[src/rtl/exe_wb_stage_pkg.sv]
// exe_wb_stage_pkg: shared widths and the execute/writeback stage register layout
package exe_wb_stage_pkg;
  localparam int DATA_W = 8;
  localparam int REG_AW = 3;
  typedef struct packed {
    logic              valid;
    logic [DATA_W-1:0] data;
    logic              c;
    logic              z;
    logic [REG_AW-1:0] dst;
    logic              reg_we;
    logic              flags_we;
  } exwb_t;
endpackage

[src/rtl/exe_wb_stage_flag_reg.sv]
// exe_wb_stage_flag_reg: architectural C/Z flags with commit enable and bypass
module exe_wb_stage_flag_reg (
  input  logic clk,
  input  logic rst,
  input  logic en,
  input  logic upd,
  input  logic c_in,
  input  logic z_in,
  output logic c_flag,
  output logic z_flag,
  output logic c_fwd,
  output logic z_fwd
);
  logic c_q, z_q;
  always_ff @(posedge clk) begin
    if (rst) {c_q, z_q} <= 2'b00;
    else if (en && upd) {c_q, z_q} <= {c_in, z_in};
  end
  assign c_flag = c_q;
  assign z_flag = z_q;
  assign c_fwd  = upd ? c_in : c_q;
  assign z_fwd  = upd ? z_in : z_q;
endmodule

[src/rtl/exe_wb_stage.sv]
// exe_wb_stage: result select, writeback stage register, flag commit/bypass and retire counter
module exe_wb_stage
  import exe_wb_stage_pkg::*;
#(
  parameter int CNT_W = 16
) (
  input  logic              clk,
  input  logic              rst,
  input  logic              in_valid,
  input  logic              stall,
  input  logic              flush,
  input  logic              sel_shift,
  input  logic [DATA_W-1:0] alu_result,
  input  logic              alu_c,
  input  logic              alu_z,
  input  logic [DATA_W-1:0] shift_out,
  input  logic              shift_c,
  input  logic              shift_z,
  input  logic [REG_AW-1:0] dst_reg,
  input  logic              reg_we,
  input  logic              flags_we,
  output logic              wb_valid,
  output logic              wb_we,
  output logic [REG_AW-1:0] wb_addr,
  output logic [DATA_W-1:0] wb_data,
  output logic              c_flag,
  output logic              z_flag,
  output logic              c_fwd,
  output logic              z_fwd,
  output logic [CNT_W-1:0]  retired
);
  exwb_t            stage_q, stage_d;
  logic [CNT_W-1:0] retired_q, retired_d;
  always_comb begin
    stage_d = '{
      valid:    in_valid & ~flush,
      data:     sel_shift ? shift_out : alu_result,
      c:        sel_shift ? shift_c : alu_c,
      z:        sel_shift ? shift_z : alu_z,
      dst:      dst_reg,
      reg_we:   reg_we,
      flags_we: flags_we
    };
    retired_d = stage_q.valid ? retired_q + 1'b1 : retired_q;
  end
  always_ff @(posedge clk) begin
    if (rst) begin
      stage_q   <= '0;
      retired_q <= '0;
    end else if (!stall) begin
      stage_q   <= stage_d;
      retired_q <= retired_d;
    end
  end
  exe_wb_stage_flag_reg u_flag_reg (
    .clk    (clk),
    .rst    (rst),
    .en     (~stall),
    .upd    (stage_q.valid & stage_q.flags_we),
    .c_in   (stage_q.c),
    .z_in   (stage_q.z),
    .c_flag (c_flag),
    .z_flag (z_flag),
    .c_fwd  (c_fwd),
    .z_fwd  (z_fwd)
  );
  assign wb_valid = stage_q.valid;
  assign wb_we    = stage_q.valid & stage_q.reg_we;
  assign wb_addr  = stage_q.dst;
  assign wb_data  = stage_q.data;
  assign retired  = retired_q;
endmodule

[config.mk]
export PLATFORM = sky130hd
export DESIGN_NAME = exe_wb_stage
export DESIGN_NICKNAME = d
export VERILOG_FILES = /design/src/rtl/exe_wb_stage_pkg.sv /design/src/rtl/exe_wb_stage_flag_reg.sv /design/src/rtl/exe_wb_stage.sv
export SDC_FILE = /design/constraint.sdc
export NUM_CORES = 1
export LEC_CHECK = 0
export CAP_MARGIN = 20
export CORE_MARGIN = 10
export CORE_UTILIZATION = 35
export DETAILED_ROUTE_END_ITERATION = 16
export DONT_BUFFER_PORTS = 1
export GPL_TIMING_DRIVEN = 0
export SLEW_MARGIN = 15
export SYNTH_ARGS = -nofsm -noshare
export SYNTH_HDL_FRONTEND = slang
export SYNTH_SLANG_ARGS = --single-unit
[constraint.sdc]
create_clock -name clk -period 2.12 [get_ports clk]
set_clock_uncertainty 0.15 [all_clocks]
set_input_delay 0.106 -clock clk [delete_from_list [all_inputs] [get_ports clk]]
set_output_delay 0.106 -clock clk [all_outputs]
set_load 0.02 [all_outputs]
==> implementation parameters, run 1 <==
Parameter                              Value

Status
  Result of the run ... finished clean

Worst setup path
  Endpoint class of the critical path ... flip-flop
  Startpoint types ... flip-flop
  Critical path required time ... 2130 ps
  Type of the worst setup path ... reg -> reg
  Arrival time at the worst endpoint ... 1960 ps
  Library cell contributing the largest single delay on the critical path ... sky130_fd_sc_hd__dfxtp_1
  Worst R2R Setup Slack ... 160 ps
  Crit path max fanout ... 7
  Worst-path cell chain ... ha_1 > and4b_1 > clkbuf_1 > nand4_1 > xor2_1 > nor2_1
  Delay of the slowest cell on the worst path ... 600 ps

Final layout
  Diodes inserted ... 0
  Most common cell after layout, fill and taps aside ... sky130_fd_sc_hd__nor2_1
  Most frequent cells in the layout ... 41 x sky130_fd_sc_hd__nor2_1, 34 x sky130_fd_sc_hd__dfxtp_1, 27 x sky130_fd_sc_hd__dlygate4sd3_1, 16 x sky130_fd_sc_hd__mux2i_1, 15 x sky130_fd_sc_hd__a21oi_1
  Signed area change from the synthesized netlist to the final layout ... 26.3%
  Layout cell share with drive strength beyond 1 ... 10.4%
  Final #Nets ... 243
  Final standard cell utilization of the core ... 45.4%

Logic synthesis
  Fraction of synthesis flops using an asynchronous set or reset pin ... 0%
  Yosys warns ... 0
  Count of flip-flops with a built-in enable after synthesis ... 0
  Post-Synthesis Mean Instance Area ... 8.84 sq um
  Synth Cell Area ... 0.00156 sq mm
  Post-synth cell types ... 25
  Most area-hungry cell type in the Yosys netlist ... sky130_fd_sc_hd__dfxtp_1
  Top post-synthesis cells by area ... sky130_fd_sc_hd__dfxtp_1 44%, sky130_fd_sc_hd__mux2i_1 10%, sky130_fd_sc_hd__nor2_1 9.8%
  Net count after synthesis ... 209
  Synth top area share ... 43.5%
  Post-synthesis cell count ... 177
  Ys flop type ... sky130_fd_sc_hd__dfxtp_1
  Proportion of synthesized chip area in sequential cells ... 43.5%
  Flip-flop and latch count after synthesis ... 34

GRT
  Vias in the first global route ... 1366
  Combined global-route utilization of all metal layers ... 11.9%
  First-pass GRT wire length ... 7.04 mm
  Maximum number of pins on one net before global-route repair ... 11
  Grt total ovfl ... 0
  Initial antenna violation count ... 0

Die
  Floorplan die area ... 0.00754 sq mm
  Chip Height ... 86.8 um
  Boundary pin count ... 64
  Num rows ... 24
  Starting density of the core ... 35.9%
  Die width ... 86.8 um
  Placeable Area ... 0.00435 sq mm

CTS
  CTS Buf Count ... 5
  Hold Buf Count CTS ... 27
  Clock input transition at the sequential cells of the worst setup and hold paths ... 70 ps
  H-tree depth ... 2
  Postcts setup bufs ... 0
  Number of gates resized after cts ... 0
  TritonCTS sink count ... 34
  Root Driver ... sky130_fd_sc_hd__clkbuf_8
  Buffer levels on the longest clock path ... 2
  Clock tree from TritonCTS ... built
  Clk_lat worst skew ... 280 ps

STA
  Max frequency ... 511 MHz
  Relative max-transition margin ... 56.3%
  Post-route fraction of the period consumed by the critical path ... 92.2%
  Fin. Hold Viols ... 0
  RSZ-0062 raised after global routing ... no
  Final count of negative-setup-slack endpoints ... 0
  Actual transition at the worst max-transition pin ... 655 ps
  Final critical-path required period ... 1960 ps
  Final Slew Violations ... 0
  Final setup TNS ... 0 ps

Routing
  Vias per Instance ... 5.04
  DR DRC count ... 0
  Routed wirelength normalized by instance count ... 16.9 um
  First-pass detailed-route iteration total ... 4
  Detailed-route wire length ... 4.45 mm
  Count of routing violations after the opening detailed-route iteration ... 62
  Total number of vias ... 1326
  DRT antenna net count ... 0

Placed design
  Routability-driven placement congestion ratio ... 0.686
  Detailed placer's ending HPWL ... 2.93 mm
  Buffers added on ports ... 0

Pwr
  Areal power density over the cells ... 648 mW/mm^2
  VDD IR-drop max ... 0.000367 V
  Static leakage ... 0.813 nW

Min path
  Type of the worst min-delay path ... in -> reg

Job
  Max-Cap Viols ... 0
[sequential cells by signal (all words and copies together), names as in the netlist]
name and count:
wb_addr 3, retired 16, u_flag_reg.c_flag 1, wb_data 8, stage_q 4, wb_valid 1, u_flag_reg.z_flag 1
[per-layer routing]
metal	routed length, um	track usage, %
met1	1760	12.3
met2	2320	20.6
met3	292	5.16
met4	79	4.42
met5	0	0
[worst max-delay path, delay by kind of cell (launching register included)]
family | cells | cell delay [ps]
xor gates and xnor gates | 1 | 170
adders and majority gates | 1 | 240
buffers and inverters | 1 | 270
DFF | 1 | 600
and+or+nand+nor | 3 | 390
[final cells by class]
cell class                      count  area (sq um)
Buffer                             22           134
Clock buffer                        7          76.3
Fill cell                         437          2380
Multi-Input combinational cell    121           749
Sequential cell                    34           681
Tap cell                           52          65.1
Timing Repair Buffer               27           270
[metrics by stage]
stage	worst slack (ps)	cells	cell area (sq um)	total power (W)	hold slack (ps)
5_1_grt	68.0	263	1980	0.00135	27.2
3_3_place_gp	183	229	1630	0.000802	102
4_1_cts	172	263	1980	0.00129	10.2
2_1_floorplan	450	177	1560	0.000780	99.9
6_report	164	263	1980	0.00128	7.58
3_5_place_dp	185	229	1630	0.000803	110
[power breakdown]
group          internal, W  leakage (nW)  switching (W)
clock network     0.000226        0.0383       0.000218
logic            0.0000848         0.498      0.0000786
registers         0.000658         0.277      0.0000146
total             0.000968         0.813       0.000311
[cell families after synthesis]
logic type	synth area share, %
mux	11.7
compound gates	6.08
xor+xnor	7.28
simple gates	22.1
fa+ha+maj	0.800
buf+inv	8.56
flops	43.5
[worst paths after layout]
path	from	endpoint	cells after the start
max	retired[0]$_SDFFE_PP0P_	retired[12]$_SDFFE_PP0P_	6
min	rst	retired[13]$_SDFFE_PP0P_	2
max reg2reg	retired[0]$_SDFFE_PP0P_	retired[12]$_SDFFE_PP0P_	6
min reg2reg	stage_q[5]$_SDFFE_PP0N_	u_flag_reg.z_flag$_SDFFE_PP0P_	2
[Yosys cell counts, drive strengths merged, types with 2 or more instances]
master  number
mux2         2
or3          2
and4         2
nand4        7
and2         2
nand2        6
dfxtp       34
o21ai        4
clkbuf       8
mux2i       16
a21oi       15
nor2        41
xor2        12
buf         14
nand3        4
and4b        3
Note: power is estimated with default switching activity, not from simulation.
==> run 2: changes to the inputs <==
- CELL_PAD_IN_SITES_DETAIL_PLACEMENT: default -> 0
- CELL_PAD_IN_SITES_GLOBAL_PLACEMENT: default -> 1
- PLACE_DENSITY_LB_ADDON: default -> 0.1
==> implementation parameters, run 2 (synthesized netlist as in run 1, its figures left out) <==
Parameter                              Value

STA
  Final count of negative-setup-slack endpoints ... 0
  Max frequency ... 537 MHz
  Actual transition at the worst max-transition pin ... 662 ps
  Final Slew Violations ... 0
  Final critical-path required period ... 1860 ps
  RSZ-0062 raised after global routing ... no
  Fin. Hold Viols ... 0
  Post-route fraction of the period consumed by the critical path ... 87.8%
  Post-route setup slack ... 259 ps
  Final setup TNS ... 0 ps
  Relative max-transition margin ... 55.8%

CTS
  Clock input transition at the sequential cells of the worst setup and hold paths ... 70 ps
  Buffer levels on the longest clock path ... 2
  CTS Buf Count ... 5
  H-tree depth ... 2
  Clock tree from TritonCTS ... built
  Clk_lat worst skew ... 280 ps
  Postcts setup bufs ... 0
  Root Driver ... sky130_fd_sc_hd__clkbuf_8
  TritonCTS sink count ... 34

Pwr
  Static leakage ... 0.818 nW
  Power Total ... 0.00129 W
  Areal power density over the cells ... 648 mW/mm^2
  VDD IR-drop max ... 0.000352 V

Die
  Floorplan die area ... 0.00754 sq mm
  Num rows ... 24
  Starting density of the core ... 35.9%
  Placeable Area ... 0.00435 sq mm
  Die width ... 86.8 um
  Boundary pin count ... 64
  Chip Height ... 86.8 um

Final layout
  Max reg flops ... 16
  Most frequent cells in the layout ... 41 x sky130_fd_sc_hd__nor2_1, 33 x sky130_fd_sc_hd__dfxtp_1, 28 x sky130_fd_sc_hd__dlygate4sd3_1, 16 x sky130_fd_sc_hd__mux2i_1, 15 x sky130_fd_sc_hd__a21oi_1
  Signed area change from the synthesized netlist to the final layout ... 27.0%
  Layout cell share with drive strength beyond 1 ... 10.8%
  Final #Nets ... 244
  Diodes inserted ... 0
  FILL cells ... 432
  Most common cell after layout, fill and taps aside ... sky130_fd_sc_hd__nor2_1

Routing
  Total number of vias ... 1315
  Detailed-route wire length ... 4.40 mm
  Count of routing violations after the opening detailed-route iteration ... 25
  Vias per Instance ... 4.98
  Routed wirelength normalized by instance count ... 16.7 um
  First-pass detailed-route iteration total ... 4
  DR DRC count ... 0
  DRT antenna net count ... 0

GRT
  Combined global-route utilization of all metal layers ... 12.0%
  Initial antenna violation count ... 0
  Vias in the first global route ... 1386
  First-pass GRT wire length ... 7.09 mm
  Maximum number of pins on one net before global-route repair ... 11
  Grt total ovfl ... 0

Worst setup path
  Arrival time at the worst endpoint ... 1870 ps
  Critical path required time ... 2130 ps
  Type of the worst setup path ... reg -> reg
  Startpoint types ... flip-flop
  Crit path max fanout ... 6
  Endpoint class of the critical path ... flip-flop

Placed design
  Post-Place Worst Slack ... 183 ps
  Routability-driven placement congestion ratio ... 0.735
  Buffers added on ports ... 0
  Detailed placer's ending HPWL ... 3.05 mm

Job
  Max-Cap Viols ... 0

Min path
  Type of the worst min-delay path ... in -> reg

Status
  Result of the run ... finished clean
==> run 2: cell count changes in the layout (fill, tap and decap cells not counted), sizes merged <==
| cell | before | now |
|---|---|---|
| dlygate4sd3 | 27 | 28 |
==> run 2: power breakdown <==
| part | internal, W | total (W) | switching [W] |
|---|---|---|---|
| logic | 0.0000860 | 0.000165 | 0.0000787 |
| registers | 0.000658 | 0.000672 | 0.0000143 |
| clock network | 0.000226 | 0.000450 | 0.000224 |
==> run 2: path summary, 6_finish.rpt <==
path / start / endpoint / slack, ps / cells after the start
setup / recovery: retired[1]$_SDFFE_PP0P_ / retired[10]$_SDFFE_PP0P_ / 260 / 6
setup reg to reg: retired[1]$_SDFFE_PP0P_ / retired[10]$_SDFFE_PP0P_ / 260 / 6
hold reg to reg: stage_q[5]$_SDFFE_PP0N_ / u_flag_reg.z_flag$_SDFFE_PP0P_ / 340 / 2
hold / removal: stall / retired[0]$_SDFFE_PP0P_ / 110 / 4
==> run 2: per-stage QoR <==
stage	cells	area, sq um	util [%]	hold slack (ps)
3_3_place_gp	229	1630	37.4	105
3_5_place_dp	229	1630	37.4	113
5_1_grt	264	1990	45.6	154
2_1_floorplan	177	1560	-	99.9
4_1_cts	264	1990	45.6	112
6_report	264	1990	45.6	106
==> run 2: cell type report <==
cell class	count	area, sq um	area share [%]
multi-input cells	121	749	37.7
flip-flops and latches	34	682	34.3
repair buffers	28	280	14.1
plain buffers	22	134	6.74
clock buffers	7	76.3	3.84
well taps	52	65.1	3.27
==> run 2: critical path: stages, from the launching register on <==
cell	delay, ps
sky130_fd_sc_hd__dfxtp_1	510
sky130_fd_sc_hd__ha_1	230
sky130_fd_sc_hd__and4b_1	190
sky130_fd_sc_hd__clkbuf_1	280
sky130_fd_sc_hd__nand4_1	170
sky130_fd_sc_hd__xor2_1	160
sky130_fd_sc_hd__nor2_1	50
==> run 2: repair_timing <==
action / CTS / global route
endpoints found under the hold margin: 20 / 0
gates resized for setup: 0 / 1
hold buffers: 28 / 0
setup endpoints to repair: 0 / 1
==> run 2: metal layers <==
metal	track usage [%]	part of all wire, %	vias to the layer above	routed length, um
met4	3.98	1.4	0	61
li1	-	-	649	-
met1	12.8	41	606	1810
met3	6.75	12	9	508
met2	19.6	46	51	2030
met5	0	0	-	0
==> run 3: changes to the inputs <==
--- a/constraint.sdc
+++ b/constraint.sdc
@@ -4,2 +4,2 @@
 set_output_delay 0.106 -clock clk [all_outputs]
-set_load 0.02 [all_outputs]
+set_load 0.05 [all_outputs]
==> implementation parameters, run 3 (synthesized netlist as in run 1, its figures left out) <==
Parameter                              Value

Status
  Result of the run ... finished clean

Worst setup path
  Top cell family by delay on the critical path ... simple AND/OR/NAND/NOR gates
  Crit path max fanout ... 7
  Library cell contributing the largest single delay on the critical path ... sky130_fd_sc_hd__dfxtp_1
  Worst Path Buf+Inv ... 1
  Delay of the slowest cell on the worst path ... 730 ps
  Worst R2R Setup Slack ... 130 ps
  Type of the worst setup path ... reg -> reg
  Arrival time at the worst endpoint ... 2060 ps
  Worst-path cell chain ... and4_1 > buf_6 > nand3_4 > or3_1 > a21oi_1
  Endpoint class of the critical path ... flip-flop
  Startpoint types ... flip-flop
  Critical path required time ... 2190 ps

Placed design
  Cells after DPL ... 229
  Placed cell area ... 0.00163 sq mm
  Routability-driven placement congestion ratio ... 0.735
  Buffers added on ports ... 0
  Detailed placer's ending HPWL ... 3.05 mm

Final layout
  Final #Nets ... 244
  Final Instance Area ... 0.00199 sq mm
  FILL cells ... 435
  Diodes inserted ... 0
  Max reg flops ... 16
  Signed area change from the synthesized netlist to the final layout ... 27.4%
  Most frequent cells in the layout ... 41 x sky130_fd_sc_hd__nor2_1, 29 x sky130_fd_sc_hd__dfxtp_1, 28 x sky130_fd_sc_hd__dlygate4sd3_1, 16 x sky130_fd_sc_hd__mux2i_1, 15 x sky130_fd_sc_hd__a21oi_1
  Layout cell share with drive strength beyond 1 ... 12.7%
  Most common cell after layout, fill and taps aside ... sky130_fd_sc_hd__nor2_1
  Count of non-filler cells in the finished layout ... 264

STA
  Post-Route Hold Slack ... 106 ps
  RSZ-0062 raised after global routing ... no
  Final critical-path required period ... 1990 ps
  Actual transition at the worst max-transition pin ... 662 ps
  Relative max-transition margin ... 55.8%
  Final Slew Violations ... 0
  Max frequency ... 503 MHz
  Post-route fraction of the period consumed by the critical path ... 93.8%
  Final count of negative-setup-slack endpoints ... 0
  Fin. Hold Viols ... 0

GRT
  Grt total ovfl ... 0
  Maximum number of pins on one net before global-route repair ... 11
  Combined global-route utilization of all metal layers ... 12.0%
  First-pass GRT wire length ... 7.09 mm
  Vias in the first global route ... 1386
  Initial antenna violation count ... 0

Routing
  DRT antenna net count ... 0
  First-pass detailed-route iteration total ... 4
  Detailed-route wire length ... 4.41 mm
  DR DRC count ... 0
  Count of routing violations after the opening detailed-route iteration ... 25
  Total number of vias ... 1318
  Routed wirelength normalized by instance count ... 16.7 um
  Vias per Instance ... 4.99

Die
  Floorplan die area ... 0.00754 sq mm
  Starting density of the core ... 35.9%
  Placeable Area ... 0.00435 sq mm
  Boundary pin count ... 64
  Chip Height ... 86.8 um
  Die width ... 86.8 um
  Num rows ... 24

CTS
  Clk_lat worst skew ... 280 ps
  Postcts setup bufs ... 0
  Buffer levels on the longest clock path ... 2
  H-tree depth ... 2
  Clock input transition at the sequential cells of the worst setup and hold paths ... 70 ps
  Clock tree from TritonCTS ... built
  TritonCTS sink count ... 34
  CTS Buf Count ... 5
  Root Driver ... sky130_fd_sc_hd__clkbuf_8

Pwr
  Static leakage ... 0.820 nW
  Power Total ... 0.00132 W
  Areal power density over the cells ... 663 mW/mm^2
  VDD IR-drop max ... 0.000355 V

Min path
  Type of the worst min-delay path ... in -> reg

Job
  Max-Cap Viols ... 0
[run 3: cell counts in the layout (fill, tap and decap cells not counted)]
No cell type changed its count.
[run 3: power by group]
part / switching (W) / leakage, nW / internal (W)
sequential: 0.0000175 / 0.279 / 0.000658
clock: 0.000224 / 0.0383 / 0.000226
combinational: 0.000108 / 0.502 / 0.0000865
total: 0.000350 / 0.820 / 0.000970
[run 3: final cells by class]
type	instances	area, sq um	share of cell area [%]
Buffer	22	134	6.72
Clock buffer	7	76.3	3.83
Multi-Input combinational cell	121	749	37.6
Sequential cell	34	687	34.5
Tap cell	52	65.1	3.27
Timing Repair Buffer	28	280	14.1
[run 3: worst paths after layout]
path	from	endpoint	cells past startpoint
max	retired[4]$_SDFFE_PP0P_	retired[15]$_SDFFE_PP0P_	5
min	stall	retired[0]$_SDFFE_PP0P_	4
max reg2reg	retired[4]$_SDFFE_PP0P_	retired[15]$_SDFFE_PP0P_	5
min reg2reg	stage_q[5]$_SDFFE_PP0N_	u_flag_reg.z_flag$_SDFFE_PP0P_	2
[run 3: what timing repair did]
item | CTS | global route
endpoints found under the hold margin | 20 | 0
gates resized for setup | 2 | 3
hold buffers | 28 | 0
setup endpoints to repair | 5 | 7
[run 3: worst reg2reg max path, delay by kind of cell (launching register included)]
kind | cells | cell delay [ps]
DFF | 1 | 730
buffers and inverters | 1 | 140
AOI/OAI and AO/OA | 1 | 140
and+or+nand+nor | 3 | 760
[run 3: per-stage QoR]
step                util [%]  setup TNS [ps]  setup WS (ps)
finish                  45.7               0            132
global route            45.7               0           10.0
CTS                     45.7               0           16.2
detailed placement      37.4            -258          -65.4
global placement        37.4            -180          -47.5
floorplan                  -               0            196
[run 3: per-layer routing]
metal | routed length, um | global-route usage (%) | vias to the layer above
met5 | 0 | 0 | -
met4 | 61 | 3.98 | 0
met3 | 508 | 6.75 | 9
met2 | 2030 | 19.6 | 51
met1 | 1810 | 12.8 | 609
li1 | - | - | 649
